==> src/rtl/flopr_pipe_if.sv <==
// Handshake bundle for flopr_pipe: upstream valid/ready/data, downstream valid/ready/data, fill level.
// master = the surrounding logic that feeds and drains the pipe; slave = the pipe itself.
interface flopr_pipe_if #(
  parameter int WIDTH = 8,
  parameter int DEPTH = 2
);
  localparam int OCC_W = $clog2(DEPTH + 1);

  logic             in_valid;
  logic             in_ready;
  logic [WIDTH-1:0] in_data;
  logic             out_valid;
  logic             out_ready;
  logic [WIDTH-1:0] out_data;
  logic [OCC_W-1:0] occupancy;

  modport master (
    output in_valid, in_data, out_ready,
    input  in_ready, out_valid, out_data, occupancy
  );

  modport slave (
    input  in_valid, in_data, out_ready,
    output in_ready, out_valid, out_data, occupancy
  );
endinterface

==> src/rtl/flopr_pipe.sv <==
// Elastic pipeline register: DEPTH valid/data stages with a bubble-collapsing valid/ready handshake.
// Define FLOPR_PIPE_FLUSH_EN to add a synchronous flush input that empties every stage.
module flopr_pipe #(
  parameter int               WIDTH     = 8,
  parameter int               DEPTH     = 2,
  parameter logic [WIDTH-1:0] RESET_VAL = '0
) (
  input logic         clk,
  input logic         reset,
`ifdef FLOPR_PIPE_FLUSH_EN
  input logic         flush,
`endif
  flopr_pipe_if.slave bus
);
  localparam int OCC_W = $clog2(DEPTH + 1);

  logic [DEPTH-1:0] valid_reg;
  logic [WIDTH-1:0] data_reg [DEPTH];
  logic [DEPTH:0]   rdy;
  logic [DEPTH-1:0] src_valid;
  logic [WIDTH-1:0] src_data [DEPTH];
  logic             clear;
  logic [OCC_W-1:0] occ_count;

`ifdef FLOPR_PIPE_FLUSH_EN
  assign clear = flush;
`else
  assign clear = 1'b0;
`endif

  // Ready ripples back from the sink: a stage can take new data if it is empty or is emptying.
  assign rdy[DEPTH] = bus.out_ready;

  generate
    for (genvar gi = 0; gi < DEPTH; gi++) begin : g_stage
      assign rdy[gi] = ~valid_reg[gi] | rdy[gi + 1];

      if (gi == 0) begin : g_head
        assign src_valid[gi] = bus.in_valid;
        assign src_data[gi]  = bus.in_data;
      end else begin : g_body
        assign src_valid[gi] = valid_reg[gi - 1];
        assign src_data[gi]  = data_reg[gi - 1];
      end

      // Data only loads with a valid word, so idle stages keep their flops quiet.
      always_ff @(posedge clk or posedge reset) begin
        if (reset) begin
          valid_reg[gi] <= 1'b0;
          data_reg[gi]  <= RESET_VAL;
        end else if (clear) begin
          valid_reg[gi] <= 1'b0;
          data_reg[gi]  <= RESET_VAL;
        end else if (rdy[gi]) begin
          valid_reg[gi] <= src_valid[gi];
          if (src_valid[gi]) begin
            data_reg[gi] <= src_data[gi];
          end
        end
      end
    end
  endgenerate

  always_comb begin
    occ_count = '0;
    for (int i = 0; i < DEPTH; i++) begin
      occ_count = occ_count + OCC_W'(valid_reg[i]);
    end
  end

  assign bus.in_ready  = rdy[0] & ~clear;
  assign bus.out_valid = valid_reg[DEPTH-1];
  assign bus.out_data  = data_reg[DEPTH-1];
  assign bus.occupancy = occ_count;
endmodule

==> src/flat_wrapper.sv <==
// flat-port wrapper written by rule: the top's interface ports become plain ports
module flopr_pipe_flat 
#(
  parameter int               WIDTH     = 8,
  parameter int               DEPTH     = 2,
  parameter logic [WIDTH-1:0] RESET_VAL = '0
)
  (clk, reset, bus_in_valid, bus_in_data, bus_out_ready, bus_in_ready, bus_out_valid, bus_out_data, bus_occupancy);
  flopr_pipe_if #(.WIDTH(WIDTH), .DEPTH(DEPTH)) bus_i ();
  input logic clk;
  input logic reset;
  input wire logic [$bits(bus_i.in_valid)-1:0] bus_in_valid;
  input wire logic [$bits(bus_i.in_data)-1:0] bus_in_data;
  input wire logic [$bits(bus_i.out_ready)-1:0] bus_out_ready;
  output wire logic [$bits(bus_i.in_ready)-1:0] bus_in_ready;
  output wire logic [$bits(bus_i.out_valid)-1:0] bus_out_valid;
  output wire logic [$bits(bus_i.out_data)-1:0] bus_out_data;
  output wire logic [$bits(bus_i.occupancy)-1:0] bus_occupancy;
  assign bus_i.in_valid = bus_in_valid;
  assign bus_i.in_data = bus_in_data;
  assign bus_i.out_ready = bus_out_ready;
  assign bus_in_ready = bus_i.in_ready;
  assign bus_out_valid = bus_i.out_valid;
  assign bus_out_data = bus_i.out_data;
  assign bus_occupancy = bus_i.occupancy;
  flopr_pipe #(.WIDTH(WIDTH), .DEPTH(DEPTH), .RESET_VAL(RESET_VAL)) u_core (.clk(clk), .reset(reset), .bus(bus_i));
endmodule
==> config.mk <==
export PLATFORM = sky130hd
export DESIGN_NAME = flopr_pipe_flat
export DESIGN_NICKNAME = d
export VERILOG_FILES = /design/src/rtl/flopr_pipe_if.sv /design/src/rtl/flopr_pipe.sv /design/src/flat_wrapper.sv
export SDC_FILE = /design/constraint.sdc
export NUM_CORES = 1
export LEC_CHECK = 0
export ABC_CLOCK_PERIOD_IN_PS = 1400
export CORE_UTILIZATION = 45
export DETAILED_ROUTE_END_ITERATION = 12
export PLACE_DENSITY = 0.77
export SLEW_MARGIN = 20
export SYNTH_ARGS = -nofsm -noshare
export SYNTH_HDL_FRONTEND = slang
export SYNTH_SLANG_ARGS = --single-unit
==> constraint.sdc <==
create_clock -name clk -period 1.4 [get_ports clk]
set_input_delay 0.28 -clock clk [delete_from_list [all_inputs] [get_ports clk]]
set_output_delay 0.28 -clock clk [all_outputs]
set_load 0.02 [all_outputs]
======== After elaboration in Yosys (flattened, before gate mapping) ========
Cells that the tools add are included.
W data, S select, Z words.
word-level totals
  register bits ........................... 18
  input port bits ......................... 12
  output and inout port bits .............. 12
  word-level logic and storage cells ...... 11
operators by class
  add/subtract/negate cells ............... 1
  bitwise logic cells ..................... 4
  reductions and logical operators ........ 2
operators by type and width
  kind               number
  $reduce_and A2 Y1  2
  $add A1 B1 Y2      1
  $not A1 Y1         2
  $or A1 B1 Y1       2

======== Logic depth before layout (Yosys ltp) ========
  depth in word-level cells ............... 4
  gate-level depth with buffers ........... 3
  gate-level depth less buffers ........... 3

======== Worst setup path before layout ========
No wires, ideal clock.
  path type ............................... register to register
  start point ............................. register u_core.valid_reg[1] (netlist: u_core.bus.out_valid)
  end point ............................... register u_core.data_reg[10] (netlist name)
  library setup time ...................... 0.125 ns
  arrival time ............................ 1.150 ns
  required time ........................... 1.275 ns
  setup slack ............................. 0.124 ns
  stages on the path, launching flop included .. 4
  clock period less this slack ............ 1.276 ns
  cells stage by stage .................... dfrtp_1 -> nand3b_4 -> nand2_8 -> mux2_4
between the ends
  longest elaborated chain between the ends .. 4
ends and longest elaborated chain
  element                            line                RTL
  from (decl)                        flopr_pipe.sv:17    logic [DEPTH-1:0] valid_reg;
  from (signal, indexed assignment)  flopr_pipe.sv:55    valid_reg[gi] <= src_valid[gi];
  $not A1 Y1                         flopr_pipe.sv:36    assign rdy[gi] = ~valid_reg[gi] | rdy[gi + 1];
  $or A1 B1 Y1 (2 in a row)          flopr_pipe.sv:36
  net bus_in_ready                   flat_wrapper.sv:15  output wire logic [$bits(bus_i.in_ready)-1:0] bus_in_ready;
  $reduce_and A2 Y1 (no line)        n/a
  to (signal, indexed assignment)    flopr_pipe.sv:57    data_reg[gi] <= src_data[gi];
  to (decl)                          flopr_pipe.sv:18    logic [WIDTH-1:0] data_reg [DEPTH];
The timed path passes the listed nets, and every way through them passes these cells.
A chain may end at the register's enable or synchronous reset.

======== Final worst setup path ========
  start point ............................. register u_core.valid_reg[1] (netlist: u_core.bus.out_valid)
  end point ............................... output port bus_occupancy[0]
between the ends
  longest elaborated chain between the ends .. 1
ends and longest elaborated chain
  element        line                RTL
  $add A1 B1 Y2  flopr_pipe.sv:67    occ_count = occ_count + OCC_W'(valid_reg[i]);
  to (decl)      flat_wrapper.sv:18  output wire logic [$bits(bus_i.occupancy)-1:0] bus_occupancy;
No other way between the ends.

==> metrics.md <==
| Metric | Value |
|---|---|
| Fmax | 714 MHz |
| Clk_lat worst skew | 290 ps |
| Cell taking the most area after synthesis | dfrtp_1 |
| Critical Path Sink | bus_occupancy[0] |
| Nets | 87 |
| Number of port buffers | 23 |
| Pre-antenna DRT Iters | 5 |
| Commonest cells post-synth | dfrtp_1, buf_4, mux2_2, mux2_4, nand2b_1 |
| Synthesized Nets | 63 |
| Placer Congestion | 0.668 |
| CP Launch Point | u_core.bus.out_valid$_DFFE_PP0P_ |
| Share of cells above drive strength 1 | 42.5% |
| Setup Buffers After CTS | 0 |
| Top_reg_cell synth | dfrtp_1 |
| DR iter-0 viols | 4 |
| CTS Hold Bufs | 0 |
| Failing checks | setup timing |
| Clk slew on worst S/H paths | 100 ps |
| Clk buf depth | 2 |
| Routing usage on met1 | 17.6% |
| GRT overflow | 0 |
| Max-slew headroom | 85.5% |
| Detailed-route DRC error count | 0 |
| Most common cell in the synthesized netlist | dfrtp_1 |
| Mapped Cells | 50 |
| Number of max-cap violations | 0 |
| Final Max Slew Viols | 0 |
| DR WL/cell | 11.7 um |
| DP Worst Slack | -371 ps |
| Final ANT Viol Nets | 0 |
| Worst Tran Pin Value | 218 ps |
| CP Launch Type | flip-flop |
| First-pass GRT wire length | a little over 2 mm |
| Cts bufs inserted | 3 |
| Die Y | 44.3 um |
| Fill count | ~120 |
| Period minus WS final | 1400 ps |
| Finished Core Util | 65.8% |
| Initial antenna violation count | 0 |
| TritonCTS clock tree | yes |
| Worst Path Arrival | about 1100 ps |
| Syn-to-layout area delta | 30.5% |
| GRT Total Usage | 14.5% |
| H-tree Lvls | 1 |
| IO Count | 24 |
| Via-to-Cell Ratio | 4.62 |
| Syn. warnings | 0 |
| Largest net degree at the start of global routing | 19 |
| Synth async-reset ratio | between 90% and 100% |
| Yosys reg bits | 18 |
| Clock Skews | 7.95 ps |
| PD cells | 1330 nW/um^2 |
| Yosys cell types | 11 |
| Core area | 1590 sq um |
| Ant. Diodes | 0 |
| Period utilisation layout | 100% |
| Final Hold Viols | 0 |
| CP Capture Type | output port |
| Status | complete, but fails checks |
| Post-synth EDFFs | 0 |
| Row count | 14 |
| R2r startpoint | u_core.src_valid[1]$_DFFE_PP0P_ |
| Mapped cell area | about 800 sq um |
| Area contributors post-synth | dfrtp_1, mux2_4, mux2_2, buf_4, nand2_8 |
| Clock sinks | 18 |
| Top Usage Layer GRT | met2 |
| CP required | 1120 ps |
| Routed wire length | 1.14 mm |
| Hold WC Path Type | in2async |
| R2R Setup Slk | around 120 ps |
| Power, Total | 1390 uW |
| Crit path max fanout | 2 |
| Starting Density | around half |
| Seq/Total Area, Yosys | 56.1% |
| Final hold slack | 292 ps |
| CP Class | reg2out |
| Vias in the first global route | between 400 and 500 |
| Worst VDD drop | 0.000719 V |
| Leakage power | 0.000495 uW |
| GR Layer Usage met3 | 2.86% |
| Setup-failing EPs final | 1 |
| Synth top area share | between 50% and 60% |
| Unrepaired setup endpoints after global routing | yes |
| Mean post-synth cell area | 16.1 sq um |
| Chip width | 44.3 um |
| Vias | 448 |
| Worst reg2reg path depth | 5 |
| Met2 Use GR | 23.8% |
| CTS root buffer | clkbuf_4 |
| Worst reg2reg path endpoint | u_core.data_reg[10]$_DFFE_PP0P_ |
| DIE AREA | 1960 sq um |
| Final worst slack | -1.25 ps |
-- power by group --
| part | switching [uW] | total, uW | internal [uW] |
|---|---|---|---|
| clock | 153 | 311 | 158 |
| sequential | 46.1 | 665 | 619 |
| combinational | 191 | 413 | 222 |
-- through the flow --
stage | cell area [sq um] | TNS (ps) | instances
detailed placement | 1030 | -3030 | 93
global route | 1050 | -45.4 | 97
CTS | 1050 | -18.9 | 97
global placement | 1030 | -2680 | 93
floorplan | 803 | 0 | 50
finish | 1050 | -1.25 | 97
-- metal layers --
metal / share of wire, % / up-vias
met5: 0 / -
met4: 2.9 / 0
met3: 4.1 / 4
met2: 51 / 15
met1: 42 / 218
li1: - / 211
-- worst min-delay path by stage --
stage	end	slack, ps	depth (start not counted)	start
detailed placement	u_core.bus.out_data[4]$_DFFE_PP0P_	490	1	u_core.bus.out_data[4]$_DFFE_PP0P_
global route	u_core.bus.out_data[5]$_DFFE_PP0P_	310	3	reset
global placement	u_core.bus.out_data[1]$_DFFE_PP0P_	490	1	u_core.bus.out_data[1]$_DFFE_PP0P_
finish	u_core.bus.out_data[5]$_DFFE_PP0P_	290	3	reset
floorplan	u_core.bus.out_data[0]$_DFFE_PP0P_	220	1	reset
CTS	u_core.bus.out_data[5]$_DFFE_PP0P_	300	3	reset
-- cells in the final DEF, fill, tap and decap left out, drive strengths merged --
| cell type | synthesis | layout |
|---|---|---|
| dlygate4sd2 | 0 | 8 |
| ha | 1 | 1 |
| nand2b | 2 | 2 |
| clkbuf | 0 | 4 |
| buf | 8 | 8 |
| or2b | 1 | 1 |
| nand3b | 1 | 1 |
| nand2 | 2 | 2 |
| dfrtp | 18 | 18 |
| clkdlybuf4s50 | 0 | 11 |
| mux2 | 16 | 16 |
| inv | 1 | 1 |
-- final cells by class --
cell class / instances / area (sq um) / share of cell area, %
clock buffer: 4 / 36.3 / 3.46
timing repair buffer: 27 / 239 / 22.8
multi-input combinational: 23 / 289 / 27.6
tap: 24 / 30.0 / 2.86
inverter: 1 / 3.75 / 0.358
sequential: 18 / 450 / 43.0
-- logic make-up after synthesis --
family	share of synthesized area, %
DFF	56.1
muxes	26.2
buffers and inverters	7.94
and+or+nand+nor	8.26
adders and majority gates	1.56
-- worst max-delay path, cell delays in order (launching register included) --
cell and delay (ps):
dfrtp_1 400, ha_1 310, buf_6 130
-- timing repair --
item | 4_1_cts | 5_1_grt
resized for setup | 23 | 4
setup endpoints to repair | 12 | 3
gates cloned | 0 | 0
(Power assumes the default switching activity.)
